`src/rtl/sen_det_pkg.sv`:
```
// Shared types and constants for the side-street sensor path.
// Light encodings are common with ej_maq_est.
package sen_det_pkg;

    // Debounce FSM states
    typedef enum logic [1:0] {
        IDLE     = 2'd0,
        QUAL_ON  = 2'd1,
        PRESENT  = 2'd2,
        QUAL_OFF = 2'd3
    } state_t;

    // Side-street light encoding: [2]=red [1]=yellow [0]=green
    localparam logic [2:0] LIGHT_RED = 3'b100;
    localparam logic [2:0] LIGHT_YEL = 3'b010;
    localparam logic [2:0] LIGHT_GRN = 3'b001;

    // Width of a counter that must reach n-1; never narrower than one bit
    function automatic int unsigned cnt_width(input int unsigned n);
        return (n > 1) ? $clog2(n) : 1;
    endfunction

endpackage

```
`src/rtl/loop_debounce.sv`:
```
// Loop input conditioning: 2-flop synchronizer followed by a debounce FSM.
// veh_pulse marks the cycle a rising level is accepted; loop_db is the
// debounced loop level.
module loop_debounce
    import sen_det_pkg::*;
#(
    parameter int unsigned DEB_CYCLES = 4
)(
    input  logic   clk,
    input  logic   rst,
    input  logic   loop_raw,
    output logic   loop_db,
    output logic   veh_pulse,
    output state_t state
);

    localparam int unsigned     DW       = cnt_width(DEB_CYCLES);
    localparam logic [DW-1:0]   DEB_LAST = DW'(DEB_CYCLES - 1);

    logic          sync_1;
    logic          loop_s;
    logic [DW-1:0] cnt;
    logic [DW-1:0] cnt_next;
    state_t        state_next;
    logic          cnt_done;

    // Bring the asynchronous loop pin into the clk domain
    always_ff @(posedge clk or posedge rst) begin
        if (rst) begin
            sync_1 <= 1'b0;
            loop_s <= 1'b0;
        end else begin
            sync_1 <= loop_raw;
            loop_s <= sync_1;
        end
    end

    assign cnt_done = (cnt == DEB_LAST);

    // Next-state, qualification counter and arrival pulse
    always_comb begin
        state_next = state;
        cnt_next   = cnt + 1'b1;
        veh_pulse  = 1'b0;
        case (state)
            IDLE: begin
                cnt_next = '0;
                if (loop_s) state_next = QUAL_ON;
            end
            QUAL_ON: begin
                if (!loop_s) begin
                    state_next = IDLE;
                    cnt_next   = '0;
                end else if (cnt_done) begin
                    state_next = PRESENT;
                    cnt_next   = '0;
                    veh_pulse  = 1'b1;
                end
            end
            PRESENT: begin
                cnt_next = '0;
                if (!loop_s) state_next = QUAL_OFF;
            end
            QUAL_OFF: begin
                if (loop_s) begin
                    state_next = PRESENT;
                    cnt_next   = '0;
                end else if (cnt_done) begin
                    state_next = IDLE;
                    cnt_next   = '0;
                end
            end
            default: begin
                state_next = IDLE;
                cnt_next   = '0;
            end
        endcase
    end

    // FSM state and counter registers
    always_ff @(posedge clk or posedge rst) begin
        if (rst) begin
            state <= IDLE;
            cnt   <= '0;
        end else begin
            state <= state_next;
            cnt   <= cnt_next;
        end
    end

    assign loop_db = (state == PRESENT) || (state == QUAL_OFF);

endmodule

```
`src/rtl/sen_loop_detector.sv`:
```
// Side-street sensor request generator for ej_maq_est.
// Debounced vehicle arrivals increment a saturating pending count; each full
// run of SERVE_CYCLES green cycles discharges one vehicle. 'sen' is held while
// vehicles remain pending.
// Optional feature: define SEN_STUCK_DET_EN to enable the stuck-loop detector.
module sen_loop_detector
    import sen_det_pkg::*;
#(
    parameter int unsigned DEB_CYCLES   = 4,
    parameter int unsigned SERVE_CYCLES = 8,
    parameter int unsigned CNT_W        = 4,
    parameter int unsigned STUCK_CYCLES = 64
)(
    input  logic             clk,
    input  logic             rst,
    input  logic             loop_raw,
    input  logic [2:0]       St,
    output logic             sen,
    output logic [CNT_W-1:0] pending,
    output logic             veh_pulse,
    output logic             stuck
);

    localparam int unsigned      SW         = cnt_width(SERVE_CYCLES);
    localparam logic [SW-1:0]    SERVE_LAST = SW'(SERVE_CYCLES - 1);
    localparam logic [CNT_W-1:0] PEND_MAX   = '1;

    logic             loop_db;
    state_t           db_state;
    logic [SW-1:0]    serve_tmr;
    logic             green;
    logic             serve_wrap;
    logic [CNT_W-1:0] pending_next;
    logic             sen_next;
    logic             unused_sig;

    loop_debounce #(
        .DEB_CYCLES (DEB_CYCLES)
    ) u_debounce (
        .clk       (clk),
        .rst       (rst),
        .loop_raw  (loop_raw),
        .loop_db   (loop_db),
        .veh_pulse (veh_pulse),
        .state     (db_state)
    );

    // Any light other than pure green (illegal codes included) is "not served"
    assign green      = (St == LIGHT_GRN);
    assign serve_wrap = green && (serve_tmr == SERVE_LAST);

    // Serve timer: credits consecutive green cycles, partial runs are discarded
    always_ff @(posedge clk or posedge rst) begin
        if (rst)             serve_tmr <= '0;
        else if (!green)     serve_tmr <= '0;
        else if (serve_wrap) serve_tmr <= '0;
        else                 serve_tmr <= serve_tmr + 1'b1;
    end

    // Pending count update: arrival and discharge in the same cycle cancel out
    always_comb begin
        pending_next = pending;
        case ({veh_pulse, serve_wrap})
            2'b10:   if (pending != PEND_MAX) pending_next = pending + 1'b1;
            2'b01:   if (pending != '0)       pending_next = pending - 1'b1;
            default: pending_next = pending;
        endcase
    end

    // Pending counter and registered request
    always_ff @(posedge clk or posedge rst) begin
        if (rst) begin
            pending <= '0;
            sen     <= 1'b0;
        end else begin
            pending <= pending_next;
            sen     <= sen_next;
        end
    end

`ifdef SEN_STUCK_DET_EN
    localparam int unsigned   KW         = cnt_width(STUCK_CYCLES);
    localparam logic [KW-1:0] STUCK_LAST = KW'(STUCK_CYCLES - 1);

    logic [KW-1:0] stuck_tmr;
    logic          stuck_hit;
    logic          stuck_next;

    assign stuck_hit = (db_state == PRESENT) && (stuck_tmr == STUCK_LAST);

    // Stuck timer: time spent continuously in PRESENT, holds once expired
    always_ff @(posedge clk or posedge rst) begin
        if (rst)                      stuck_tmr <= '0;
        else if (db_state != PRESENT) stuck_tmr <= '0;
        else if (!stuck_hit)          stuck_tmr <= stuck_tmr + 1'b1;
    end

    // Fault flag: sets on expiry, clears only once the loop has fully released
    always_comb begin
        stuck_next = stuck;
        if (db_state == IDLE) stuck_next = 1'b0;
        else if (stuck_hit)   stuck_next = 1'b1;
    end

    // Stuck flag register
    always_ff @(posedge clk or posedge rst) begin
        if (rst) stuck <= 1'b0;
        else     stuck <= stuck_next;
    end

    // A stuck loop keeps the request up so the side street keeps being served
    assign sen_next   = (pending_next != '0) | stuck_next;
    assign unused_sig = loop_db;
`else
    assign stuck      = 1'b0;
    assign sen_next   = (pending_next != '0);
    assign unused_sig = ^{loop_db, db_state, STUCK_CYCLES[0]};
`endif

endmodule
```
`config.mk`:
```
export PLATFORM = sky130hd
export DESIGN_NAME = sen_loop_detector
export DESIGN_NICKNAME = d
export VERILOG_FILES = /design/src/rtl/sen_det_pkg.sv /design/src/rtl/loop_debounce.sv /design/src/rtl/sen_loop_detector.sv
export SDC_FILE = /design/constraint.sdc
export NUM_CORES = 1
export LEC_CHECK = 0
export CAP_MARGIN = 20
export CELL_PAD_IN_SITES_DETAIL_PLACEMENT = 2
export CELL_PAD_IN_SITES_GLOBAL_PLACEMENT = 2
export CORE_UTILIZATION = 34
export DETAILED_ROUTE_END_ITERATION = 8
export PLACE_DENSITY_LB_ADDON = 0.2
export SYNTH_ARGS = -nofsm -noshare
export SYNTH_HDL_FRONTEND = slang
export SYNTH_SLANG_ARGS = --single-unit
```
`constraint.sdc`:
```
create_clock -name clk -period 7.3 [get_ports clk]
set_input_delay 1.46 -clock clk [delete_from_list [all_inputs] [get_ports clk]]
set_output_delay 1.46 -clock clk [all_outputs]
set_load 0.02 [all_outputs]
```
==> flow_metrics.env, run 1 <==
export IMPL_status="finished clean"
export IMPL_synth_top_cells_by_count="dfrtp_1 (14), ha_1 (7), nand2_1 (7)"
export IMPL_clockBufferDepth=2
export IMPL_fmax_mhz=251
export IMPL_synth_area_leaders="dfrtp_1 (44%), ha_1 (11%), nor3b_1 (3.8%)"
export IMPL_rows=17
export IMPL_die_area_mm2=0.00254
export IMPL_via_per_inst=5.18
export IMPL_dp_hpwl_um=1350
export IMPL_core_mm2=0.00221
export IMPL_synth_top_area_share_pct=44.0
export IMPL_detail_route_antenna_nets=0
export IMPL_drt_iter0_drc=6
export IMPL_avgRoutedWirePerCell_um=14.7
export IMPL_first_pass_iters=3
export IMPL_required_ns=7.46
export IMPL_tns_ns=0
export IMPL_cts_clk_slew_worst_paths_ns=0.08
export IMPL_cts_buffers=3
export IMPL_setup_viol=0
export IMPL_cts_tree="done"
export IMPL_root_buffer="clkbuf_4"
export IMPL_syn_nets=92
export IMPL_diodes=0
export IMPL_arrival_ns=4.14
export IMPL_ios=13
export IMPL_switching_power_uw=40.5
export IMPL_syn_area_um2=796
export IMPL_ys_ff_latch=14
export IMPL_yosys_area_top_type="dfrtp_1"
export IMPL_synthFlopType="dfrtp_1"
export IMPL_fin_crit_ns=3.98
export IMPL_grt_pass1_wl_um=3250
export IMPL_cts_resized_gates=0
export IMPL_start_util_pct=36.0
export IMPL_whs_ns=0.366
export IMPL_fp_dieW_um=50.4
export IMPL_syn_avg_cell_area_um2=10.1
export IMPL_worstMarginPinSlew_ns=0.539
export IMPL_power_density_mw_per_mm2=167
export IMPL_wl_met3_um=40
export IMPL_critPathCaptureType="flip-flop"
export IMPL_seqPwrFrac_pct=58.9
export IMPL_finalMaxSlewViolations=0
export IMPL_critPathLaunchType="input pin"
export IMPL_met1_length_um=824
export IMPL_antenna_found_initial=0
export IMPL_synthArstFlopShare_pct=100
export IMPL_drt_total_wl_um=1740
export IMPL_r2r_end="sen"
export IMPL_met2_length_um=838
export IMPL_overflow=0
export IMPL_drc_errors=0
export IMPL_fin_ws_ns=3.32
export IMPL_finalCritPeriodShare_pct=54.5
export IMPL_cts_sinks=14
export IMPL_internal_power_uw=118
export IMPL_yosysSeqAreaShare_pct=44.0
export IMPL_routabilityCongestion=0.760
export IMPL_netSwitchingFraction_pct=25.6
export IMPL_place_ws_ns=2.96
export IMPL_hold_path_end="u_debounce.loop_s"
export IMPL_r2r_start="serve_tmr[0]"
export IMPL_yosysWarnings=0
export IMPL_maxCapViolations=0
export IMPL_power_frac_comb_pct=13.4
export IMPL_rsz0062_at_grt="false"
export IMPL_finalHoldViolations=0
export IMPL_synthCells=79
export IMPL_p_leak_uw=0.000447
export IMPL_postLayoutCoreUtil_pct=42.8
export IMPL_dieHeight_um=50.4
export IMPL_grt_max_degree=15
export IMPL_worstPathMaxFanout=12
export IMPL_fin_skew_ns=0.00114
export IMPL_grt_pass1_vias=705
export IMPL_hold_path_startpoint="u_debounce.sync_1"
export IMPL_crit_type="input pin to flip-flop"
export IMPL_htreeDepth=1
export IMPL_syn_to_final_growth_pct=19.0
export IMPL_yosysUniqueCellTypes=34
export IMPL_min_delay_path_depth=0
export IMPL_pwr_share_clk_pct=27.7
export IMPL_vdd_ir_drop_max_mv=0.120
export IMPL_synth_edff_count=0
export IMPL_drive_gt1_share_pct=8.89
export IMPL_hp_class="flip-flop to flip-flop"
export IMPL_nets=105
export IMPL_routed_top_layer="met4"
export IMPL_numPortBuffers=11
export IMPL_gr_usage_all_layers_pct=17.4
export IMPL_via_count=611
export IMPL_relSlewSlack_pct=64.0
export IMPL_cts_setup_buffers=0
export IMPL_holdBufCountCts=0
export IMPL_reg2reg_slack_ns=4.52
export IMPL_yosysMostFrequentCell="dfrtp_1"
export IMPL_reg2regPathDepth=9
export IMPL_clock_latency_ns=0.28
export IMPL_n_fill_cell=253
==> cell usage in the layout, fill, tap and decap left out, types with 2 or more instances in the layout <==
cell	count
nand2b_1	2
a21oi_1	2
clkdlybuf4s50_1	11
nand3_1	2
o21ai_0	4
inv_1	4
dfrtp_1	14
and2_1	2
nor2_1	2
and3b_1	2
inv_2	2
nor3b_1	4
nand4b_1	2
nor3_1	3
clkbuf_4	3
and3_1	2
ha_1	7
nand2_1	7
==> cell families (layout without fill, tap and decap cells) <==
kind of cell	count (synthesis)	after routing	synth area share [%]
AO/OA/AOI/OAI	13	13	12.0
AND/OR/NAND/NOR	33	33	25.2
flip-flops	14	14	44.0
multiplexers	1	1	1.41
other	1	1	0.471
XOR/XNOR	1	1	1.10
adder cells (fa/ha/maj)	7	7	11.0
buffers and inverters	9	20	4.87
==> power by group through the flow <==
stage	sequential (µW)	clock [µW]	combinational [µW]
global route	94.7	47.7	25.3
finish	93.2	43.8	21.2
global placement	94.4	0	19.8
CTS	93.3	45.7	22.0
detailed placement	95.0	0	22.2
floorplan	93.4	0	15.2
==> how the worst max path moves through the flow <==
stage / startpoint / to / slack [ns] / cells past startpoint
2_1_floorplan: St[1] / sen / 3.82 / 8
3_5_place_dp: St[0] / sen / 2.96 / 9
6_report: St[0] / sen / 3.32 / 9
5_1_grt: St[0] / sen / 3.03 / 9
3_3_place_gp: St[0] / sen / 3.11 / 9
4_1_cts: St[0] / sen / 3.27 / 9
==> per-layer routing <==
metal | vias up | global-route usage [%]
li1 | 302 | -
met4 | 0 | 8.33
met2 | 11 | 26.9
met3 | 4 | 2.73
met5 | - | 0
met1 | 294 | 23.5
==> metrics by stage <==
step	power, µW	cell area (µm²)	std cells
after global routing	168	947	118
after CTS	161	947	118
final	158	947	118
after floorplan	109	796	79
after global placement	114	925	115
after detailed placement	117	925	115
==> sequential cells by signal, summed over array words and instances (netlist names), named ones only <==
register	count
u_debounce.state	1
u_debounce.sync_1	1
u_debounce.cnt	2
u_debounce.loop_s	1
sen	1
pending	4
serve_tmr	3
==> final cells by class <==
cell class              count  area, µm²  area share [%]
multi-input cells          56        407            42.9
repair buffers             11        110            11.6
inverters                   6       22.5            2.38
clock buffers               3       22.5            2.38
flip-flops and latches     14        350            37.0
well taps                  28       35.0            3.70
==> worst max-delay path, stage by stage <==
cell,delay (ns)
clkdlybuf4s50_1,0.46
nor3b_1,0.37
nand2_1,0.13
inv_1,0.07
ha_1,0.34
or3_1,0.35
o32a_1,0.29
a2bb2oi_1,0.16
or4_1,0.50
Note: power is estimated with default switching activity, not from simulation.
==> run 2: changes to the inputs <==
CORE_UTILIZATION = 32   (was 34)
clock period = 3.95 ns   (was 7.3 ns; I/O delays follow)
==> run 2 against run 1 <==
Non-clock buffer count is 1 higher; final cell count is 1.7% higher; highest routed layer unchanged; setup slack worse by 2.6 ns; flip-flop and latch count stayed put.
==> flow_metrics.env, run 2 (same netlist as run 1, synthesis figures left out) <==
export IMPL_status="finished clean"
export IMPL_fin_crit_ns=3.20
export IMPL_cp_slowest_cell="or4_1"
export IMPL_hp_class="flip-flop to flip-flop"
export IMPL_hold_path_end="u_debounce.loop_s"
export IMPL_first_pass_iters=2
export IMPL_vdd_ir_drop_max_mv=0.212
export IMPL_numPortBuffers=11
export IMPL_p_leak_uw=0.000458
export IMPL_r2r_start="serve_tmr[0]"
export IMPL_syn_to_final_growth_pct=21.7
export IMPL_relSlewSlack_pct=65.6
export IMPL_worstMarginPinSlew_ns=0.516
export IMPL_postLayoutCoreUtil_pct=42.6
export IMPL_crit_type="input pin to flip-flop"
export IMPL_required_ns=4.10
export IMPL_n_fill_cell=254
export IMPL_stdcell_count=120
export IMPL_start_util_pct=35.0
export IMPL_power_density_mw_per_mm2=322
export IMPL_rsz0062_at_grt="false"
export IMPL_largest_reg_flops=4
export IMPL_overflow=0
export IMPL_numPlacedInstances=116
export IMPL_grt_max_degree=15
export IMPL_reg2reg_slack_ns=1.32
export IMPL_r2r_end="sen"
export IMPL_dieHeight_um=51.9
export IMPL_final_common_cell="dfrtp_1"
export IMPL_drc_errors=0
export IMPL_clock_latency_ns=0.28
export IMPL_cts_buffers=3
export IMPL_cts_clk_slew_worst_paths_ns=0.08
export IMPL_critPathLaunchType="input pin"
export IMPL_via_count=635
export IMPL_ios=13
export IMPL_grt_pass1_wl_um=3110
export IMPL_htreeDepth=1
export IMPL_path_cells="clkdlybuf4s50_1 -> nor3b_1 -> nand2_1 -> inv_1 -> ha_1 -> buf_4 -> a221o_1 -> a22o_2 -> or4_1"
export IMPL_antenna_found_initial=0
export IMPL_largestRegisters="pending x4, serve_tmr x3, u_debounce.cnt x2"
export IMPL_cts_resized_gates=0
export IMPL_cts_sinks=14
export IMPL_cts_setup_buffers=0
export IMPL_fmax_mhz=313
export IMPL_crit_family="simple AND/OR/NAND/NOR gates"
export IMPL_hold_path_startpoint="u_debounce.sync_1"
export IMPL_fp_dieW_um=51.9
export IMPL_avgRoutedWirePerCell_um=14.9
export IMPL_setup_viol=0
export IMPL_grt_pass1_vias=659
export IMPL_worstPathMaxFanout=11
export IMPL_drt_iter0_drc=7
export IMPL_via_per_inst=5.29
export IMPL_crit_path_max_incr_delay_ns=0.51
export IMPL_dp_hpwl_um=1430
export IMPL_min_delay_path_depth=0
export IMPL_routabilityCongestion=0.721
export IMPL_whs_ns=0.355
export IMPL_reg2regPathDepth=9
export IMPL_rows=17
export IMPL_cts_tree="done"
export IMPL_fin_skew_ns=0.00457
export IMPL_clockBufferDepth=2
export IMPL_critPathCaptureType="flip-flop"
export IMPL_drt_total_wl_um=1780
export IMPL_maxCapViolations=0
export IMPL_layout_common_cells="dfrtp_1 (14), clkdlybuf4s50_1 (11), nand2_1 (7), ha_1 (7)"
export IMPL_arrival_ns=3.35
export IMPL_nets=106
export IMPL_top_register="pending"
export IMPL_gr_usage_all_layers_pct=16.2
export IMPL_path_buf_inv=3
export IMPL_finalMaxSlewViolations=0
export IMPL_finalCritPeriodShare_pct=81.0
export IMPL_diodes=0
export IMPL_detail_route_antenna_nets=0
export IMPL_tns_ns=0
export IMPL_finalHoldViolations=0
export IMPL_holdBufCountCts=0
export IMPL_drive_gt1_share_pct=10.9
export IMPL_root_buffer="clkbuf_4"
export IMPL_core_mm2=0.00228
export IMPL_die_area_mm2=0.00269
==> run 2: cell count changes in the layout (fill, tap and decap cells not counted) <==
| cell | delta |
|---|---|
| buf_4 | +1 |
| clkbuf_8 | +1 |
==> run 2: cell type report <==
cell class              instances  area (µm²)  area share [%]
multi-input cells              56         407            42.0
flip-flops and latches         14         350            36.2
repair buffers                 12         118            12.1
clock buffers                   4        36.3            3.75
well taps                      28        35.0            3.62
inverters                       6        22.5            2.33
==> run 2: per-stage QoR <==
| step | total power (µW) | area (µm²) | setup slack (ns) |
|---|---|---|---|
| floorplan | 201 | 796 | 1.14 |
| global placement | 212 | 932 | 0.567 |
| detailed placement | 216 | 932 | 0.455 |
| CTS | 319 | 968 | 0.751 |
| global route | 332 | 968 | 0.625 |
| finish | 311 | 968 | 0.750 |
==> run 2: how the worst max path moves through the flow <==
stage,start,to,cells past startpoint
finish,St[0],sen,9
global placement,St[0],sen,9
CTS,St[0],sen,9
floorplan,St[1],sen,8
global route,St[0],sen,9
detailed placement,St[0],sen,9
==> run 2: per-layer routing <==
metal,vias to the layer above,part of all wire (%),track usage [%]
li1,303,-,-
met5,-,0,0
met1,317,47,20.9
met4,0,1.3,5.41
met3,5,2.9,4.39
met2,10,49,25.9
==> run 2: where the power goes <==
part | internal, µW | switching [µW] | total [µW]
logic | 20.9 | 17.3 | 38.2
clock network | 56.1 | 43.9 | 100
registers | 161 | 12.4 | 173
total | 238 | 73.6 | 311
